`src/rtl/mem_stage_pkg.sv`:
```
// mem_stage_pkg: shared types for the memory stage.
//   mem_size_e      access size encoding (B/H/W/D)
//   lsu_state_e     LSU handshake FSM states
//   mem_stage_in_t  EX/MEM register contents consumed by the memory stage
//   mem_stage_out_t MEM/WB payload produced by the memory stage
//   size_mask()     byte mask of an access size, before shifting to its offset
// Data fields are sized for the widest legal datapath (MAX_XLEN); a 32-bit
// instance only uses the low half of opr_res/rs2_data/dmem_rdata.
package mem_stage_pkg;

  localparam int MAX_XLEN = 64;
  localparam int REG_ADDR_W = 5;

  typedef enum logic [1:0] {
    SIZE_B = 2'b00,
    SIZE_H = 2'b01,
    SIZE_W = 2'b10,
    SIZE_D = 2'b11
  } mem_size_e;

  typedef enum logic [1:0] {
    IDLE = 2'd0,
    REQ  = 2'd1,
    WAIT = 2'd2,
    RESP = 2'd3
  } lsu_state_e;

  typedef struct packed {
    logic [MAX_XLEN-1:0]   opr_res;
    logic [MAX_XLEN-1:0]   rs2_data;
    logic [REG_ADDR_W-1:0] rd;
    logic                  wb_en;
    logic [1:0]            wb_sel;
    logic                  mem_rd;
    logic                  mem_wr;
    mem_size_e             mem_size;
    logic                  mem_unsigned;
  } mem_stage_in_t;

  typedef struct packed {
    logic [MAX_XLEN-1:0]   opr_res;
    logic [MAX_XLEN-1:0]   dmem_rdata;
    logic [REG_ADDR_W-1:0] rd;
    logic                  wb_en;
    logic [1:0]            wb_sel;
  } mem_stage_out_t;

  function automatic logic [7:0] size_mask(input mem_size_e size);
    case (size)
      SIZE_B:  return 8'h01;
      SIZE_H:  return 8'h03;
      SIZE_W:  return 8'h0F;
      default: return 8'hFF;
    endcase
  endfunction

endpackage

```
`src/rtl/mem_stage_lsu_align.sv`:
```
// lsu_align: combinational lane logic of the load/store unit.
//   off          byte offset of the access inside a bus beat
//   mem_size     access size
//   mem_unsigned 1 = zero-extend loads, 0 = sign-extend
//   store_data   register data to be stored
//   load_data    raw bus read data
//   be           byte enables (size mask shifted to the offset)
//   wdata        store data replicated into every lane
//   load_ext     load data shifted down to lane 0, truncated and extended
//   misaligned   access does not fit its natural alignment / the bus
module lsu_align
  import mem_stage_pkg::*;
#(
  parameter int DATA_WIDTH = 32,
  parameter int BE_WIDTH   = DATA_WIDTH / 8,
  parameter int OFF_W      = $clog2(BE_WIDTH)
) (
  input  logic [OFF_W-1:0]      off,
  input  mem_size_e             mem_size,
  input  logic                  mem_unsigned,
  input  logic [DATA_WIDTH-1:0] store_data,
  input  logic [DATA_WIDTH-1:0] load_data,
  output logic [BE_WIDTH-1:0]   be,
  output logic [DATA_WIDTH-1:0] wdata,
  output logic [DATA_WIDTH-1:0] load_ext,
  output logic                  misaligned
);

  logic [7:0]            mask8;
  logic [BE_WIDTH-1:0]   size_be;
  logic [DATA_WIDTH-1:0] shifted;
  logic [DATA_WIDTH-1:0] keep;
  logic                  sign_bit;
  logic                  unused_mask;

  assign mask8       = size_mask(mem_size);
  assign size_be     = mask8[BE_WIDTH-1:0];
  // Upper mask bits are only meaningful on a 64-bit bus.
  assign unused_mask = ^mask8;
  assign be          = size_be << off;

  assign shifted = load_data >> {off, 3'b000};

  // Bit mask covering the bytes of the access once moved down to lane 0.
  for (genvar gi = 0; gi < BE_WIDTH; gi++) begin : g_keep
    assign keep[8*gi +: 8] = {8{size_be[gi]}};
  end

  always_comb begin
    sign_bit = 1'b0;
    wdata    = store_data;
    case (mem_size)
      SIZE_B: begin
        sign_bit = shifted[7];
        wdata    = {BE_WIDTH{store_data[7:0]}};
      end
      SIZE_H: begin
        sign_bit = shifted[15];
        wdata    = {(BE_WIDTH/2){store_data[15:0]}};
      end
      SIZE_W: begin
        sign_bit = shifted[31];
        wdata    = {(BE_WIDTH/4){store_data[31:0]}};
      end
      default: begin
        sign_bit = shifted[DATA_WIDTH-1];
        wdata    = store_data;
      end
    endcase
  end

  assign load_ext = (shifted & keep) | ((sign_bit && !mem_unsigned) ? ~keep : '0);

  always_comb begin
    misaligned = 1'b0;
    case (mem_size)
      SIZE_B:  misaligned = 1'b0;
      SIZE_H:  misaligned = off[0];
      SIZE_W:  misaligned = (off[1:0] != 2'b00);
      default: misaligned = (DATA_WIDTH == 32) || (off != '0);
    endcase
  end

endmodule

```
`src/rtl/mem_stage_lsu.sv`:
```
// mem_stage_lsu: memory stage between EX and WB with a load/store unit.
//   clk, arst          clock; asynchronous active-high reset
//   in_valid           mem_stage_in holds a valid instruction
//   mem_stage_in       EX/MEM register contents
//   mem_stage_out      MEM/WB payload (ALU result pass-through + load data)
//   stall              hold EX/MEM register and everything upstream
//   misaligned         one-cycle fault flag for a misaligned access
//   dmem_*             data-memory port with req/gnt/rvalid handshake
// The EX/MEM register is held while stall=1, so the request fields derived
// from mem_stage_in are stable from req until gnt without extra registers.
module mem_stage_lsu
  import mem_stage_pkg::*;
#(
  parameter int DATA_WIDTH = 32,
  parameter int ADDR_WIDTH = 32,
  parameter int BE_WIDTH   = DATA_WIDTH / 8
) (
  input  logic                  clk,
  input  logic                  arst,
  input  logic                  in_valid,
  input  mem_stage_in_t         mem_stage_in,
  output mem_stage_out_t        mem_stage_out,
  output logic                  stall,
  output logic                  misaligned,
  output logic                  dmem_req,
  output logic                  dmem_we,
  output logic [ADDR_WIDTH-1:0] dmem_addr,
  output logic [BE_WIDTH-1:0]   dmem_be,
  output logic [DATA_WIDTH-1:0] dmem_wdata,
  input  logic                  dmem_gnt,
  input  logic                  dmem_rvalid,
  input  logic [DATA_WIDTH-1:0] dmem_rdata
);

  localparam int OFF_W = $clog2(BE_WIDTH);

  lsu_state_e            state_reg, state_next;
  logic [DATA_WIDTH-1:0] rdata_reg;
  logic [DATA_WIDTH-1:0] load_ext;
  logic                  align_fault;
  logic                  mem_op;
  logic                  req_raw, stall_raw, mis_raw;
  logic                  unused_wide;

  // Wide struct fields: only the low DATA_WIDTH/ADDR_WIDTH bits are used.
  assign unused_wide = ^{mem_stage_in.opr_res, mem_stage_in.rs2_data};

  assign mem_op = in_valid && (mem_stage_in.mem_rd || mem_stage_in.mem_wr);

  lsu_align #(
    .DATA_WIDTH (DATA_WIDTH),
    .BE_WIDTH   (BE_WIDTH),
    .OFF_W      (OFF_W)
  ) u_align (
    .off          (mem_stage_in.opr_res[OFF_W-1:0]),
    .mem_size     (mem_stage_in.mem_size),
    .mem_unsigned (mem_stage_in.mem_unsigned),
    .store_data   (mem_stage_in.rs2_data[DATA_WIDTH-1:0]),
    .load_data    (dmem_rdata),
    .be           (dmem_be),
    .wdata        (dmem_wdata),
    .load_ext     (load_ext),
    .misaligned   (align_fault)
  );

  assign dmem_we   = mem_stage_in.mem_wr;
  assign dmem_addr = {mem_stage_in.opr_res[ADDR_WIDTH-1:OFF_W], {OFF_W{1'b0}}};

  always_ff @(posedge clk or posedge arst) begin
    if (arst) begin
      state_reg <= IDLE;
      rdata_reg <= '0;
    end else begin
      state_reg <= state_next;
      if (state_reg == WAIT && dmem_rvalid) begin
        rdata_reg <= load_ext;
      end
    end
  end

  always_comb begin
    state_next               = state_reg;
    req_raw                  = 1'b0;
    stall_raw                = 1'b0;
    mis_raw                  = 1'b0;
    mem_stage_out.opr_res    = mem_stage_in.opr_res;
    mem_stage_out.dmem_rdata = '0;
    mem_stage_out.rd         = mem_stage_in.rd;
    mem_stage_out.wb_en      = mem_stage_in.wb_en;
    mem_stage_out.wb_sel     = mem_stage_in.wb_sel;
    case (state_reg)
      IDLE: begin
        if (mem_op) begin
          if (align_fault) begin
            // Faulting access retires immediately without touching memory.
            mis_raw             = 1'b1;
            mem_stage_out.wb_en = 1'b0;
          end else begin
            req_raw   = 1'b1;
            stall_raw = 1'b1;
            if (dmem_gnt) begin
              state_next = mem_stage_in.mem_wr ? RESP : WAIT;
            end else begin
              state_next = REQ;
            end
          end
        end
      end
      REQ: begin
        req_raw   = 1'b1;
        stall_raw = 1'b1;
        if (dmem_gnt) begin
          state_next = mem_stage_in.mem_wr ? RESP : WAIT;
        end
      end
      WAIT: begin
        stall_raw = 1'b1;
        if (dmem_rvalid) begin
          state_next = RESP;
        end
      end
      default: begin
        mem_stage_out.dmem_rdata = MAX_XLEN'(rdata_reg);
        state_next               = IDLE;
      end
    endcase
  end

  // Reset must silence the port immediately, not at the next edge.
  assign dmem_req   = req_raw   && !arst;
  assign stall      = stall_raw && !arst;
  assign misaligned = mis_raw   && !arst;

  a_rvalid_in_wait : assert property (
    @(posedge clk) disable iff (arst) dmem_rvalid |-> (state_reg == WAIT)
  ) else $error("mem_stage_lsu: rvalid outside WAIT ignored");

endmodule

```
`config.mk`:
```
export PLATFORM = sky130hd
export DESIGN_NAME = mem_stage_lsu
export DESIGN_NICKNAME = d
export VERILOG_FILES = /design/src/rtl/mem_stage_pkg.sv /design/src/rtl/mem_stage_lsu_align.sv /design/src/rtl/mem_stage_lsu.sv
export SDC_FILE = /design/constraint.sdc
export NUM_CORES = 1
export LEC_CHECK = 0
export ABC_CLOCK_PERIOD_IN_PS = 2400
export BUFFER_PORTS_ARGS = -buffer_cell sky130_fd_sc_hd__buf_2
export CAP_MARGIN = 20
export CORE_AREA = 2 2 150 152
export CTS_CLUSTER_SIZE = 16
export DETAILED_ROUTE_END_ITERATION = 6
export DIE_AREA = 0 0 152 154
export SYNTH_ARGS = -nofsm -noshare
export SYNTH_HDL_FRONTEND = slang
export SYNTH_HIERARCHICAL = 1
export SYNTH_SLANG_ARGS = --single-unit
```
`constraint.sdc`:
```
create_clock -name clk -period 2.4 [get_ports clk]
set_clock_uncertainty 0.1 [all_clocks]
set_input_delay 0.24 -clock clk [delete_from_list [all_inputs] [get_ports clk]]
set_output_delay 0.24 -clock clk [all_outputs]
set_load 0.02 [all_outputs]
```
==> impl_metrics.env <==
export IMPL_status="complete, but fails checks"
export IMPL_violations="negative hold slack"
export IMPL_dpl_worst_slack_ps=289
export IMPL_synth_edff_count=0
export IMPL_post_cts_setup_buffers=0
export IMPL_worst_pin_slew_ps=661
export IMPL_arrival_ps=1910
export IMPL_num_vias=2964
export IMPL_synthesis_area_mm2=0.00401
export IMPL_cts_tree="done"
export IMPL_p_leak_uw=0.00213
export IMPL_clkTransAtPathRegs_ps=50
export IMPL_peakVddDrop_mv=0.281
export IMPL_end_kind="output port"
export IMPL_fin_crit_ps=2250
export IMPL_final_max_slew_violation_count=0
export IMPL_dp_hpwl_um=10000
export IMPL_port_buffer_count=151
export IMPL_grt_max_degree=36
export IMPL_hold_viol=5
export IMPL_nets=666
export IMPL_ys_top_cells_by_count="145 x buf_4, 57 x mux2_2, 34 x dfrtp_1, 33 x and2_1, 26 x nand2_1"
export IMPL_grt_util_all_layers_pct=10.2
export IMPL_critPathMaxFanout=6
export IMPL_crit_buf_inv=2
export IMPL_clk_latency_ps=280
export IMPL_holdWs_ps=-7.67
export IMPL_fp_dieW_um=152
export IMPL_largest_reg_flops=32
export IMPL_min_period_over_period_pct=93.7
export IMPL_avgSynthCellArea_um2=8.89
export IMPL_boundaryPins=386
export IMPL_critical_path_top_delay_family="flip-flops"
export IMPL_route_detailed_drc=0
export IMPL_dr_first_iter_drc_count=50
export IMPL_cts_buffer_depth=2
export IMPL_wirelength_um=12200
export IMPL_synth_most_common_cell="buf_4"
export IMPL_dpl_cell_area_mm2=0.00413
export IMPL_rsz0062_at_grt="no"
export IMPL_path_cells="inv_1 > ha_2 > or3b_1 > a211oi_1 > buf_2"
export IMPL_grt_pass1_vias=2924
export IMPL_synth_ff_type="dfrtp_1"
export IMPL_postRouteAntennaNets=0
export IMPL_fill_cells=2414
export IMPL_clock_sinks=34
export IMPL_start_util_pct=18.5
export IMPL_synth_cell_type_count=39
export IMPL_syn_to_final_growth_pct=7.21
export IMPL_hold_path_class="in2async"
export IMPL_htreeDepth=2
export IMPL_setup_viol=0
export IMPL_setup_tns_ps=0
export IMPL_final_critical_path_setup_slack_ps=150
export IMPL_ys_seq_area_share_pct=21.2
export IMPL_layout_drive_gt1_share_pct=52.6
export IMPL_ys_warn_count=6
export IMPL_cpPeakStageDelay_ps=410
export IMPL_rows=54
export IMPL_synthArstFlopShare_pct=100
export IMPL_place_congestion=0.780
export IMPL_fmax_mhz=444
export IMPL_slowest_stage="dfrtp_1"
export IMPL_synth_seq_cells=34
export IMPL_synthTopCellsByArea="buf_4 27%, dfrtp_1 21%, mux2_2 16%"
export IMPL_cellPowerDensity_mw_per_mm2=765
export IMPL_grt_overflow_total=0
export IMPL_start_kind="flip-flop"
export IMPL_root_buffer="clkbuf_16"
export IMPL_slew_headroom_pct=56.0
export IMPL_drv_cap=0
export IMPL_yosysTopAreaCell="buf_4"
export IMPL_drt_pass1_iterations=4
export IMPL_grt_pass1_wl_um=17700
export IMPL_design_area_mm2=0.00430
export IMPL_critPathRequiredTime_ps=2060
export IMPL_wl_per_cell_um=15.9
export IMPL_die_h_um=154
export IMPL_core_mm2=0.0217
export IMPL_yosysTopAreaCellShare_pct=27.1
export IMPL_cts_hold_buffers=0
export IMPL_syn_instance_count=451
export IMPL_cts_buffers=5
export IMPL_antenna_found_initial=3
export IMPL_worst_setup_path_type="reg2out"
export IMPL_die_area_mm2=0.0234
export IMPL_vias_per_cell=3.87
## cell type report
class | count | area [um^2] | share of cell area (%)
Timing Repair Buffer | 162 | 851 | 19.8
Inverter | 7 | 26.3 | 0.611
Antenna cell | 1 | 2.50 | 0.0582
Sequential cell | 34 | 851 | 19.8
Tap cell | 280 | 350 | 8.15
Multi-Input combinational cell | 274 | 2050 | 47.7
Clock buffer | 8 | 166 | 3.87
## path summary, 6_finish.rpt
check | slack [ps] | to | depth (start not counted) | start
hold reg to reg | 390 | rdata_reg[2] | 1 | rdata_reg[2]
setup / recovery | 150 | stall | 5 | state_reg[1]
setup reg to reg | 560 | state_reg[1] | 5 | state_reg[0]
hold / removal | -8 | state_reg[0] | 3 | arst
max in group asynchronous | 1870 | rdata_reg[30] | 3 | arst
min in group clk | 200 | state_reg[0] | 3 | dmem_gnt
## worst reg2reg max path, cell delays in order (launching register included)
cell	delay, ps
dfrtp_1	380
inv_1	90
ha_1	250
and2b_4	190
a2111oi_4	380
mux2_4	330
## metrics by stage
stage | util, % | total power (uW) | cells | hold slack, ps
final | 19.8 | 3290 | 766 | -7.67
after global routing | 19.8 | 3520 | 765 | 70.3
after CTS | 19.8 | 3350 | 765 | 11.2
after detailed placement | 19.0 | 2620 | 757 | 309
after global placement | 19.0 | 2590 | 757 | 313
after floorplan | - | 2390 | 484 | 282
## cells by family after synthesis
family	after synthesis	share of synthesized area, %
xor+xnor	1	0.218
flops	34	21.2
simple gates	92	12.7
fa+ha+maj	4	1.25
compound gates	67	12.6
mux	76	21.2
buf+inv	176	30.8
other cells	1	0.0935
## power breakdown
part	internal, uW	switching, uW
logic	720	901
registers	835	121
clock network	470	241
## what timing repair did
action	4_1_cts	5_1_grt
resized for setup	0	1
setup endpoints to repair	0	1
endpoints found under the hold margin	0	0
## layer usage
layer / track usage (%) / routed length [um]
met1: 9.95 / 4380
met4: 4.58 / 444
met2: 19.0 / 6330
met3: 3.78 / 1010
met5: 0 / 27
## layout by cell type (no fill, tap or decap), types with 3 or more instances in the layout
master,instances
o211ai_2,10
dfrtp_1,34
or2_2,8
and2_1,33
inv_1,7
buf_4,10
clkbuf_8,3
mux2i_1,17
conb_1,34
clkbuf_16,5
buf_2,151
mux2_2,57
nand2_1,26
o21ai_0,9
ha_1,3
o211ai_1,6
nor2_1,6
a21oi_1,25
nor2b_1,9
a211oi_1,9
Note: power is estimated with default switching activity, not from simulation.
